==> config.mk <==
export PLATFORM = sky130hd
export DESIGN_NAME = mem_test_ctrl_flat
export DESIGN_NICKNAME = d
export VERILOG_FILES = /design/src/rtl/mem_test_ctrl_if.sv /design/src/rtl/mem_test_ctrl.sv /design/src/flat_wrapper.sv
export SDC_FILE = /design/constraint.sdc
export NUM_CORES = 1
export LEC_CHECK = 0
export CAP_MARGIN = 10
export CORE_ASPECT_RATIO = 1.1
export CORE_MARGIN = 2
export CORE_UTILIZATION = 37
export CTS_CLUSTER_DIAMETER = 100
export DETAILED_ROUTE_END_ITERATION = 16
export GPL_TIMING_DRIVEN = 0
export PLACE_DENSITY_LB_ADDON = 0.3
export RECOVER_POWER = 25
export SYNTH_ARGS = -nofsm -noshare
export SYNTH_HDL_FRONTEND = slang
export SYNTH_SLANG_ARGS = --single-unit
==> constraint.sdc <==
create_clock -name clk -period 2.5 [get_ports clk]
set_input_delay 0.25 -clock clk [delete_from_list [all_inputs] [get_ports clk]]
set_output_delay 0.25 -clock clk [all_outputs]
set_load 0.01 [all_outputs]
==> src/rtl/mem_test_ctrl_if.sv <==
// Signal bundle between the pin-side command source / memory array and the
// memory test controller. The controller uses the slave view.
interface mem_test_ctrl_if #(
  parameter int ADDR_BITS = 5,
  parameter int DATA_BITS = 8
);
  logic                 cmd_valid;
  logic [7:0]           cmd_byte;
  logic                 cmd_ready;
  logic [DATA_BITS-1:0] rd_data;
  logic                 rd_valid;
  logic                 bist_done;
  logic                 bist_fail;
  logic [7:0]           fail_cnt;
  logic [ADDR_BITS-1:0] first_fail_addr;
  logic [ADDR_BITS-1:0] mem_addr;
  logic [DATA_BITS-1:0] mem_wdata;
  logic                 mem_we;
  logic                 mem_re;
  logic [DATA_BITS-1:0] mem_rdata;

  modport master (
    output cmd_valid, cmd_byte, mem_rdata,
    input  cmd_ready, rd_data, rd_valid, bist_done, bist_fail, fail_cnt,
           first_fail_addr, mem_addr, mem_wdata, mem_we, mem_re
  );

  modport slave (
    input  cmd_valid, cmd_byte, mem_rdata,
    output cmd_ready, rd_data, rd_valid, bist_done, bist_fail, fail_cnt,
           first_fail_addr, mem_addr, mem_wdata, mem_we, mem_re
  );
endinterface

==> src/rtl/mem_test_ctrl.sv <==
// Byte-command sequencer and BIST engine driving the write/read port of an
// on-chip memory array; all outputs are registered.
module mem_test_ctrl #(
  parameter int ADDR_BITS = 5,
  parameter int DATA_BITS = 8
) (
  input  logic           clk,
  input  logic           rst_n,
  mem_test_ctrl_if.slave bus
);
  localparam int CNT_BITS = ADDR_BITS + 1;
  localparam logic [CNT_BITS-1:0]  N_WORDS   = {1'b1, {ADDR_BITS{1'b0}}};
  localparam logic [CNT_BITS-1:0]  CNT_ZERO  = {CNT_BITS{1'b0}};
  localparam logic [CNT_BITS-1:0]  CNT_ONE   = {{(CNT_BITS-1){1'b0}}, 1'b1};
  localparam logic [ADDR_BITS-1:0] ADDR_ZERO = {ADDR_BITS{1'b0}};
  localparam logic [ADDR_BITS-1:0] ADDR_ONE  = {{(ADDR_BITS-1){1'b0}}, 1'b1};
  localparam logic [ADDR_BITS-1:0] ADDR_LAST = {ADDR_BITS{1'b1}};
  localparam logic [DATA_BITS-1:0] DATA_ZERO = {DATA_BITS{1'b0}};

  localparam logic [1:0] OP_SET_ADDR = 2'b00;
  localparam logic [1:0] OP_WRITE    = 2'b01;
  localparam logic [1:0] OP_READ     = 2'b10;
  localparam logic [1:0] OP_BIST     = 2'b11;

  typedef enum logic [2:0] {
    ST_IDLE   = 3'd0,
    ST_WDATA  = 3'd1,
    ST_WR     = 3'd2,
    ST_RD_REQ = 3'd3,
    ST_RD_CAP = 3'd4,
    ST_FILL   = 3'd5,
    ST_CHECK  = 3'd6
  } state_t;

  function automatic logic [DATA_BITS-1:0] bist_pattern(input logic [1:0]           sel,
                                                        input logic [ADDR_BITS-1:0] a);
    logic [DATA_BITS-1:0] p;
    case (sel)
      2'd0:    p = {DATA_BITS{1'b0}};
      2'd1:    p = {DATA_BITS{1'b1}};
      2'd2:    p = a[0] ? {(DATA_BITS/2){2'b10}} : {(DATA_BITS/2){2'b01}};
      2'd3:    p = DATA_BITS'(a);
      default: p = {DATA_BITS{1'b0}};
    endcase
    return p;
  endfunction

  state_t               state_r, state_nxt_s;
  logic [ADDR_BITS-1:0] addr_r, addr_nxt_s;
  logic                 inc_r, inc_nxt_s;
  logic [1:0]           pat_r, pat_nxt_s;
  logic [CNT_BITS-1:0]  chk_cnt_r, chk_cnt_nxt_s;
  logic                 bist_start_s;

  logic                 cmd_ready_r;
  logic [DATA_BITS-1:0] rd_data_r;
  logic                 rd_valid_r;
  logic                 bist_done_r;
  logic                 bist_fail_r;
  logic [7:0]           fail_cnt_r;
  logic [ADDR_BITS-1:0] first_fail_addr_r;
  logic [ADDR_BITS-1:0] mem_addr_r, mem_addr_nxt_s;
  logic [DATA_BITS-1:0] mem_wdata_r, mem_wdata_nxt_s;
  logic                 mem_we_r, mem_we_nxt_s;
  logic                 mem_re_r, mem_re_nxt_s;

  logic                 cmd_accept_s;
  logic [1:0]           opcode_s;
  logic                 cmp_en_s;
  logic [ADDR_BITS-1:0] cmp_addr_s;
  logic                 miscmp_s;
  logic                 unused_cmd_bits_s;

  assign cmd_accept_s      = bus.cmd_valid & cmd_ready_r;
  assign opcode_s          = bus.cmd_byte[7:6];
  assign unused_cmd_bits_s = ^bus.cmd_byte;

  // Next-state, address bookkeeping and next-cycle array-port decode
  always_comb begin
    state_nxt_s     = state_r;
    addr_nxt_s      = addr_r;
    inc_nxt_s       = inc_r;
    pat_nxt_s       = pat_r;
    chk_cnt_nxt_s   = chk_cnt_r;
    bist_start_s    = 1'b0;
    mem_we_nxt_s    = 1'b0;
    mem_re_nxt_s    = 1'b0;
    mem_addr_nxt_s  = ADDR_ZERO;
    mem_wdata_nxt_s = DATA_ZERO;

    case (state_r)
      ST_IDLE: begin
        if (cmd_accept_s) begin
          case (opcode_s)
            OP_SET_ADDR: addr_nxt_s = bus.cmd_byte[ADDR_BITS-1:0];
            OP_WRITE: begin
              inc_nxt_s   = bus.cmd_byte[0];
              state_nxt_s = ST_WDATA;
            end
            OP_READ: begin
              inc_nxt_s   = bus.cmd_byte[0];
              state_nxt_s = ST_RD_REQ;
            end
            OP_BIST: begin
              pat_nxt_s     = bus.cmd_byte[1:0];
              addr_nxt_s    = ADDR_ZERO;
              chk_cnt_nxt_s = CNT_ZERO;
              bist_start_s  = 1'b1;
              state_nxt_s   = ST_FILL;
            end
            default: state_nxt_s = ST_IDLE;
          endcase
        end else begin
          state_nxt_s = ST_IDLE;
        end
      end
      ST_WDATA: begin
        if (cmd_accept_s) begin
          mem_wdata_nxt_s = bus.cmd_byte[DATA_BITS-1:0];
          state_nxt_s     = ST_WR;
        end else begin
          state_nxt_s = ST_WDATA;
        end
      end
      ST_WR: begin
        addr_nxt_s  = addr_r + {{(ADDR_BITS-1){1'b0}}, inc_r};
        state_nxt_s = ST_IDLE;
      end
      ST_RD_REQ: state_nxt_s = ST_RD_CAP;
      ST_RD_CAP: begin
        addr_nxt_s  = addr_r + {{(ADDR_BITS-1){1'b0}}, inc_r};
        state_nxt_s = ST_IDLE;
      end
      ST_FILL: begin
        // addr walks 0..N-1 and wraps back to 0, ready for the post-BIST state
        addr_nxt_s = addr_r + ADDR_ONE;
        if (addr_r == ADDR_LAST) begin
          state_nxt_s = ST_CHECK;
        end else begin
          state_nxt_s = ST_FILL;
        end
      end
      ST_CHECK: begin
        if (chk_cnt_r == N_WORDS) begin
          state_nxt_s = ST_IDLE;
        end else begin
          chk_cnt_nxt_s = chk_cnt_r + CNT_ONE;
          state_nxt_s   = ST_CHECK;
        end
      end
      default: state_nxt_s = ST_IDLE;
    endcase

    case (state_nxt_s)
      ST_WR: begin
        mem_we_nxt_s   = 1'b1;
        mem_addr_nxt_s = addr_nxt_s;
      end
      ST_RD_REQ: begin
        mem_re_nxt_s   = 1'b1;
        mem_addr_nxt_s = addr_nxt_s;
      end
      ST_FILL: begin
        mem_we_nxt_s    = 1'b1;
        mem_addr_nxt_s  = addr_nxt_s;
        mem_wdata_nxt_s = bist_pattern(pat_nxt_s, addr_nxt_s);
      end
      ST_CHECK: begin
        // the final CHECK cycle only compares; no read is issued
        if (chk_cnt_nxt_s != N_WORDS) begin
          mem_re_nxt_s   = 1'b1;
          mem_addr_nxt_s = chk_cnt_nxt_s[ADDR_BITS-1:0];
        end else begin
          mem_re_nxt_s = 1'b0;
        end
      end
      default: mem_re_nxt_s = 1'b0;
    endcase
  end

  // Compare the word read in the previous CHECK cycle against its pattern
  always_comb begin
    cmp_en_s   = (state_r == ST_CHECK) && (chk_cnt_r != CNT_ZERO);
    cmp_addr_s = chk_cnt_r[ADDR_BITS-1:0] - ADDR_ONE;
    if (cmp_en_s) begin
      miscmp_s = (bus.mem_rdata != bist_pattern(pat_r, cmp_addr_s));
    end else begin
      miscmp_s = 1'b0;
    end
  end

  // State, bookkeeping and registered outputs
  always_ff @(posedge clk) begin
    if (!rst_n) begin
      state_r           <= ST_IDLE;
      addr_r            <= ADDR_ZERO;
      inc_r             <= 1'b0;
      pat_r             <= 2'b00;
      chk_cnt_r         <= CNT_ZERO;
      cmd_ready_r       <= 1'b0;
      rd_data_r         <= DATA_ZERO;
      rd_valid_r        <= 1'b0;
      bist_done_r       <= 1'b0;
      bist_fail_r       <= 1'b0;
      fail_cnt_r        <= 8'd0;
      first_fail_addr_r <= ADDR_ZERO;
      mem_addr_r        <= ADDR_ZERO;
      mem_wdata_r       <= DATA_ZERO;
      mem_we_r          <= 1'b0;
      mem_re_r          <= 1'b0;
    end else begin
      state_r     <= state_nxt_s;
      addr_r      <= addr_nxt_s;
      inc_r       <= inc_nxt_s;
      pat_r       <= pat_nxt_s;
      chk_cnt_r   <= chk_cnt_nxt_s;
      cmd_ready_r <= (state_nxt_s == ST_IDLE) || (state_nxt_s == ST_WDATA);
      mem_addr_r  <= mem_addr_nxt_s;
      mem_wdata_r <= mem_wdata_nxt_s;
      mem_we_r    <= mem_we_nxt_s;
      mem_re_r    <= mem_re_nxt_s;
      rd_valid_r  <= (state_r == ST_RD_CAP);
      bist_done_r <= (state_r == ST_CHECK) && (chk_cnt_r == N_WORDS);
      if (state_r == ST_RD_CAP) begin
        rd_data_r <= bus.mem_rdata;
      end
      if (bist_start_s) begin
        bist_fail_r       <= 1'b0;
        fail_cnt_r        <= 8'd0;
        first_fail_addr_r <= ADDR_ZERO;
      end else if (miscmp_s) begin
        bist_fail_r <= 1'b1;
        if (fail_cnt_r != 8'hFF) begin
          fail_cnt_r <= fail_cnt_r + 8'd1;
        end
        if (fail_cnt_r == 8'd0) begin
          first_fail_addr_r <= cmp_addr_s;
        end
      end
    end
  end

  assign bus.cmd_ready       = cmd_ready_r;
  assign bus.rd_data         = rd_data_r;
  assign bus.rd_valid        = rd_valid_r;
  assign bus.bist_done       = bist_done_r;
  assign bus.bist_fail       = bist_fail_r;
  assign bus.fail_cnt        = fail_cnt_r;
  assign bus.first_fail_addr = first_fail_addr_r;
  assign bus.mem_addr        = mem_addr_r;
  assign bus.mem_wdata       = mem_wdata_r;
  assign bus.mem_we          = mem_we_r;
  assign bus.mem_re          = mem_re_r;
endmodule
==> src/flat_wrapper.sv <==
// flat-port wrapper written by rule: the top's interface ports become plain ports
module mem_test_ctrl_flat 
#(
  parameter int ADDR_BITS = 5,
  parameter int DATA_BITS = 8
)
  (clk, rst_n, bus_cmd_valid, bus_cmd_byte, bus_mem_rdata, bus_cmd_ready, bus_rd_data, bus_rd_valid, bus_bist_done, bus_bist_fail, bus_fail_cnt, bus_first_fail_addr, bus_mem_addr, bus_mem_wdata, bus_mem_we, bus_mem_re);
  mem_test_ctrl_if #(.ADDR_BITS(ADDR_BITS), .DATA_BITS(DATA_BITS)) bus_i ();
  input  logic clk;
  input  logic rst_n;
  input wire logic [$bits(bus_i.cmd_valid)-1:0] bus_cmd_valid;
  input wire logic [$bits(bus_i.cmd_byte)-1:0] bus_cmd_byte;
  input wire logic [$bits(bus_i.mem_rdata)-1:0] bus_mem_rdata;
  output wire logic [$bits(bus_i.cmd_ready)-1:0] bus_cmd_ready;
  output wire logic [$bits(bus_i.rd_data)-1:0] bus_rd_data;
  output wire logic [$bits(bus_i.rd_valid)-1:0] bus_rd_valid;
  output wire logic [$bits(bus_i.bist_done)-1:0] bus_bist_done;
  output wire logic [$bits(bus_i.bist_fail)-1:0] bus_bist_fail;
  output wire logic [$bits(bus_i.fail_cnt)-1:0] bus_fail_cnt;
  output wire logic [$bits(bus_i.first_fail_addr)-1:0] bus_first_fail_addr;
  output wire logic [$bits(bus_i.mem_addr)-1:0] bus_mem_addr;
  output wire logic [$bits(bus_i.mem_wdata)-1:0] bus_mem_wdata;
  output wire logic [$bits(bus_i.mem_we)-1:0] bus_mem_we;
  output wire logic [$bits(bus_i.mem_re)-1:0] bus_mem_re;
  assign bus_i.cmd_valid = bus_cmd_valid;
  assign bus_i.cmd_byte = bus_cmd_byte;
  assign bus_i.mem_rdata = bus_mem_rdata;
  assign bus_cmd_ready = bus_i.cmd_ready;
  assign bus_rd_data = bus_i.rd_data;
  assign bus_rd_valid = bus_i.rd_valid;
  assign bus_bist_done = bus_i.bist_done;
  assign bus_bist_fail = bus_i.bist_fail;
  assign bus_fail_cnt = bus_i.fail_cnt;
  assign bus_first_fail_addr = bus_i.first_fail_addr;
  assign bus_mem_addr = bus_i.mem_addr;
  assign bus_mem_wdata = bus_i.mem_wdata;
  assign bus_mem_we = bus_i.mem_we;
  assign bus_mem_re = bus_i.mem_re;
  mem_test_ctrl #(.ADDR_BITS(ADDR_BITS), .DATA_BITS(DATA_BITS)) u_core (.clk(clk), .rst_n(rst_n), .bus(bus_i));
endmodule
Word-level counts from Yosys, hierarchy flattened

Cells that the tools add are included.

Logic and storage cells: 99
Output and inout bits: 40
Input bits: 19
Bits in registers: 57

$add $sub $neg: 5
Eq/ne operators: 25
Bitwise operators: 2
Multiplexer cells: 33
Reduce and logical (&&, ||, !) cells: 18

Operator list:

| cell                                                            | count |
|---|---|
| 8-bit case mux with 4 select lines                              | 2 |
| 8-bit 2-to-1 mux                                                | 6 |
| 5-bit case mux with 2 select lines                              | 2 |
| 6-bit 2-to-1 mux                                                | 3 |
| 3-bit == test, second input constant                            | 5 |
| 3-bit case mux with 5 select lines                              | 1 |
| 5-bit case mux with 3 select lines                              | 1 |
| 2-bit == test, second input constant                            | 6 |
| 3-bit by 2-bit == test with 1-bit output, second input constant | 4 |
| 6-bit case mux with 2 select lines                              | 1 |
| 2-bit 2-to-1 mux                                                | 5 |
| 5-bit 2-to-1 mux                                                | 2 |
| 3-bit case mux with 3 select lines                              | 1 |
| 8-bit by 1-bit adder with 8-bit output, second input constant   | 1 |
| 8-bit logical NOT                                               | 1 |
| 8-bit inequality test                                           | 1 |
| 8-bit inequality test, second input constant                    | 1 |
| 2-bit OR reduction                                              | 4 |
| 6-bit by 1-bit adder with 6-bit output, second input constant   | 1 |
| 2-bit by 1-bit == test with 1-bit output, second input constant | 3 |
| 3-bit by 1-bit == test with 1-bit output, second input constant | 2 |
| 6-bit == test, second input constant                            | 1 |
| 2-bit logical NOT                                               | 3 |
| 3-bit logical NOT                                               | 2 |
| other kinds (16)                                                | 24 |

Depth between registers and ports, before layout

Depth in word-level cells: 7
Depth in mapped cells: 11
Depth with buffers taken out: 10

Worst setup path before layout

OpenSTA, ideal clock, no wires.

Kind: register -> register
Start point: register u_core.chk_cnt_r[0]
End point: register u_core.bist_fail_r (netlist: u_core.bus.bist_fail)
Path buffers: 2
Data required time: 2385 ps
Data arrival time: 2086 ps
Clock period less this slack: 2200 ps
Cell stages (with the launch flop): 10
Path slack: 300 ps
Cells stage by stage: dfxtp_1 -> buf_4 -> inv_1 -> ha_1 -> nor4b_2 -> or4_1 -> a31oi_2 -> buf_2 -> a21oi_1 -> o21a_1

Cells in the longest elaborated chain, start to end: 6
Elaborated cells on any way between the ends: 8
Classes of those cells: add/sub (1); eq/ne (1); mux (4); reduce/logical (2)

Ends and longest elaborated chain:

| item                                          | RTL line             | RTL |
|---|---|---|
| start, declared                               | mem_test_ctrl.sv:52  | `logic [CNT_BITS-1:0] chk_cnt_r, chk_cnt_nxt_s;` |
| start signal, assigned                        | mem_test_ctrl.sv:216 | `chk_cnt_r <= chk_cnt_nxt_s;` |
| 5-bit by 1-bit subtractor with 5-bit output * | mem_test_ctrl.sv:184 | `cmp_addr_s = chk_cnt_r[ADDR_BITS-1:0] - ADDR_ONE;` |
| named net u_core.cmp_addr_s[0]                | mem_test_ctrl.sv:70  | `logic [ADDR_BITS-1:0] cmp_addr_s;` |
| 8-bit 2-to-1 mux                              | mem_test_ctrl.sv:41  | `2'd2: p = a[0] ? {(DATA_BITS/2){2'b10}} : {(DATA_BITS/2){2'b01}};` |
| 8-bit case mux with 4 select lines *          | mem_test_ctrl.sv:38  | `case (sel)` |
| 8-bit 2-to-1 mux *                            | mem_test_ctrl.sv:185 | `if (cmp_en_s) begin` |
| 8-bit inequality test *                       | mem_test_ctrl.sv:186 | `miscmp_s = (bus.mem_rdata != bist_pattern(pat_r, cmp_addr_s));` |
| 1-bit 2-to-1 mux *                            | mem_test_ctrl.sv:185 |  |
| end signal, assigned                          | mem_test_ctrl.sv:204 | `bist_fail_r <= 1'b0;` |
| end signal, assigned                          | mem_test_ctrl.sv:228 | `bist_fail_r <= 1'b0;` |
| end signal, assigned                          | mem_test_ctrl.sv:232 | `bist_fail_r <= 1'b1;` |
| end, declared                                 | mem_test_ctrl.sv:59  | `logic bist_fail_r;` |

Mark *: on every way through the listed nets, which the timed path passes. The rest lies on a longest branch. The select of a mux whose other input is x is not followed.
A chain may end at the register's enable or synchronous reset.

Worst setup path after layout

Start point: register u_core.chk_cnt_r[0]
End point: register u_core.fail_cnt_r[3] (netlist: u_core.bus.fail_cnt[3])

Cells in the longest elaborated chain, start to end: 7
Elaborated cells on any way between the ends: 9
Classes of those cells: add/sub (1); eq/ne (1); mux (4); reduce/logical (3)

Ends and longest elaborated chain:

| item                                          | RTL line             | RTL |
|---|---|---|
| 5-bit by 1-bit subtractor with 5-bit output * | mem_test_ctrl.sv:184 |  |
| named net u_core.cmp_addr_s[0]                | mem_test_ctrl.sv:70  |  |
| 8-bit 2-to-1 mux                              | mem_test_ctrl.sv:41  |  |
| 8-bit case mux with 4 select lines *          | mem_test_ctrl.sv:38  |  |
| 8-bit 2-to-1 mux *                            | mem_test_ctrl.sv:185 |  |
| 8-bit inequality test *                       | mem_test_ctrl.sv:186 |  |
| 1-bit 2-to-1 mux *                            | mem_test_ctrl.sv:185 |  |
| 2-bit AND reduction (no source line) *        | -                    |  |
| end signal, assigned                          | mem_test_ctrl.sv:234 | `fail_cnt_r <= fail_cnt_r + 8'd1;` |
| end, declared                                 | mem_test_ctrl.sv:60  | `logic [7:0] fail_cnt_r;` |

Marked as above.

==> results.cfg <==
[final_layout]
diodes = 0
num-nets-final = 529
drive_above_1_share_pct = 12.3
fillerInstances = 840
layout_common_cells = nand2_1 (61), dfxtp_1 (55), clkdlybuf4s50_1 (34)
syn2layout_area_growth_pct = 31.6
final_common_cell = nand2_1
ff_latch_area_sq_um = 1150
multi_input_area_sq_um = 2150

[worst_setup_path]
rr_endpoint = u_core.bus.fail_cnt[3]$_SDFFE_PP0P_
reg2reg_from = u_core.chk_cnt_r[0]$_SDFF_PN0_
critPathMaxStageDelay_ps = 390
start_kind = flip-flop
r2r_cells = 11
crit_fanout = 10
crit_chain = buf_8 -> clkinvlp_4 -> ha_4 -> xor2_2 -> or3_1 -> o211ai_1 -> nor4_4 -> buf_4 -> buf_6 -> a2111o_1 -> o21ai_1
critPathBufInv = 4
path_delay_family = compound AO/OA/AOI/OAI gates
end_kind = flip-flop
cp.required_ps = 2780
arrival_ps = 2660
slowest_stage = a2111o_1
crit_type = flip-flop to flip-flop
reg2reg_slack_ps = 120

[synth]
syn-cell-area_sq_um = 3400
synth_top_cell_area_share_pct = 33.6
syn_nets = 452
yosys.area.top_type = dfxtp_1
ys.flop_type = dfxtp_1
async_reset_ff_share_pct = 0
yosysUniqueCellTypes = 66
synth_edf_count = 0
yosysSeqAreaShare_pct = 33.6
synth_warnings = 0
synthTopCellsByArea = dfxtp_1 (34%), nand2_1 (6.7%), a21oi_1 (4.7%), mux2i_1 (4.1%), ha_1 (4.1%)
synthCells = 422
synth-seq-cells = 57
avgSynthCellArea_sq_um = 8.05

[timing]
final_max_slew_viol_count = 0
hold_ws_ps = 451
worst_slew_margin_rel_pct = 51.6
final_hold_viol_count = 0
finClkSkew_ps = 8.89
tightest_slew_ps = 721
grt_setup_unrepaired = false
post-route-min-period_ps = 2380
setup_viol = 0
period_share_pct = 95.3
max_freq_ghz = 0.420

[hold_path]
hold_depth = 2
worstHoldPathType = flip-flop to flip-flop
hold_path_end = u_core.bus.rd_data[3]$_SDFFE_PN0P_
min_from = u_core.bus.rd_data[3]$_SDFFE_PN0P_

[cts]
cts_tree = built
cts_sinks = 57
clk_pin_slew_ps = 70
htree_num_levels = 3
cts_max_path_buffers = 2
numCtsBuffers = 9
root_buffer = clkbuf_8
clock_latency_ps = 340

[floorplan]
start_util_pct = 38.3
dieWidth_microns = 95.3
coreArea_sq_um = 8870
num_rows = 36
io_pins = 59
die_area_sq_um = 9960
die_h_microns = 104

[global_route]
grt_max_degree = 11
grt_usage_pct = 20.2
antenna_found_initial = 0
grt_pass1_wl_microns = 15900
grt_pass1_vias = 3290
grt_overflow_total = 0

[pwr]
leakagePower_nw = 1.79
total_power_mw = 1.98
p_per_area_nw_per_um2 = 442
ir_drop_mv = 0.251

[routing]
drc = 0
first_iter_violations = 200
vias = 3491
wire_per_inst_microns = 16.0
detail-route-antenna-nets = 0
wl_microns = 9860
viasPerCell = 5.65
first_pass_iters = 6

[place]
io_buffers = 58
place.gp.congestion = 0.926
dp_hpwl_microns = 7300

[status]
outcome = finished clean

[flow_run]
max_cap_viol_count = 0
-- worst register-to-register path, cell delays in order (launching register included) --
cell	delay, ps
dfxtp_4	370
buf_8	110
clkinvlp_4	160
ha_4	220
xor2_2	160
or3_1	320
o211ai_1	150
nor4_4	50
buf_4	170
buf_6	140
a2111o_1	400
o21ai_1	70
-- sequential cells by signal (all words and copies together), names as in the netlist, 3 cells and up --
| register | count |
|---|---|
| u_core.addr_r | 5 |
| u_core.bus.fail_cnt | 8 |
| u_core.bus.first_fail_addr | 5 |
| u_core.bus.mem_addr | 5 |
| u_core.bus.mem_wdata | 8 |
| u_core.bus.rd_data | 8 |
| u_core.chk_cnt_r | 6 |
| u_core.state_r | 3 |
-- area by class of cell --
class                      count  share of cell area (%)
buffer                        21                    2.72
clock inverter                 2                   0.224
multi-input combinational    326                    48.1
inverter                      17                    1.51
sequential                    57                    25.6
tap                          114                    3.19
clock buffer                  14                    4.09
timing repair buffer          67                    14.5
-- cells in the mapped netlist (3+ instances only) --
library cell  count
nand2b_1          6
o21ai_0          25
nor2_1           29
o21ai_1           5
or3_1             4
a21o_1            8
o21a_1            4
and3_1            7
a22oi_1           5
nor2b_1           5
a2111o_1          4
xor2_1            4
o211ai_1          5
nand3b_1          3
nand3_1          11
a21oi_1          32
nor3_1            6
nand4_1           5
o2bb2ai_1         5
clkbuf_1         12
and2_1            5
a31oi_1           4
ha_1             11
nand2_1          61
and4_1            3
dfxtp_1          57
buf_2             8
mux2i_1          14
o22ai_1           4
and3b_1           4
inv_1            17
-- power by group --
part | switching [mW] | total [mW] | leakage [nW] | internal [mW]
clock network | 0.368 | 0.833 | 0.102 | 0.465
registers | 0.00586 | 0.922 | 0.461 | 0.916
logic | 0.128 | 0.220 | 1.23 | 0.0921
total | 0.502 | 1.98 | 1.79 | 1.47
-- per-stage QoR --
step           setup TNS, ps  util, %  setup slack [ps]  cell area, sq um  cells
2_1_floorplan              0        -               300              3400    422
3_3_place_gp           -3370     46.4              -252              4120    594
3_5_place_dp           -4160     46.4              -266              4120    594
4_1_cts                -4.10     48.8             -4.10              4330    609
5_1_grt                    0     50.4             0.732              4470    618
6_report                   0     50.4               117              4470    618
-- logic make-up (layout without fill, tap and decap cells) --
kind of cell,after synthesis,count (layout),synth area share (%)
AND/OR/NAND/NOR,165,165,25.6
AO/OA/AOI/OAI,131,132,26.3
flip-flops,57,57,33.6
buffers and inverters,40,121,5.27
multiplexers,14,14,4.13
adder cells (fa/ha/maj),11,11,4.05
XOR/XNOR,4,4,1.03
-- how the worst max path moves through the flow --
stage / end / from / cells past startpoint
after detailed placement: u_core.bus.mem_wdata[0]$_SDFF_PN0_ / bus_cmd_byte[7] / 8
after CTS: u_core.bus.bist_fail$_SDFFE_PP0P_ / u_core.chk_cnt_r[0]$_SDFF_PN0_ / 10
after floorplan: u_core.bus.bist_fail$_SDFFE_PP0P_ / u_core.chk_cnt_r[0]$_SDFF_PN0_ / 9
after global routing: u_core.bus.mem_addr[4]$_SDFF_PN0_ / u_core.state_r[2]$_SDFF_PN0_ / 11
final: u_core.bus.fail_cnt[3]$_SDFFE_PP0P_ / u_core.chk_cnt_r[0]$_SDFF_PN0_ / 11
after global placement: u_core.bus.mem_wdata[2]$_SDFF_PN0_ / bus_cmd_byte[6] / 9
-- per-layer routing --
layer	track usage, %	wire length [microns]
met1	26.5	4370
met4	8.80	289
met2	32.2	4610
met5	0	0
met3	3.19	590
-- repair_timing --
item                       CTS  global route
setup endpoints to repair   12            25
pin swaps                    0             4
gates cloned                 0             1
resized for setup            5            18
hold buffers                 0             0
setup buffers                0             9
(Power assumes the default switching activity.)
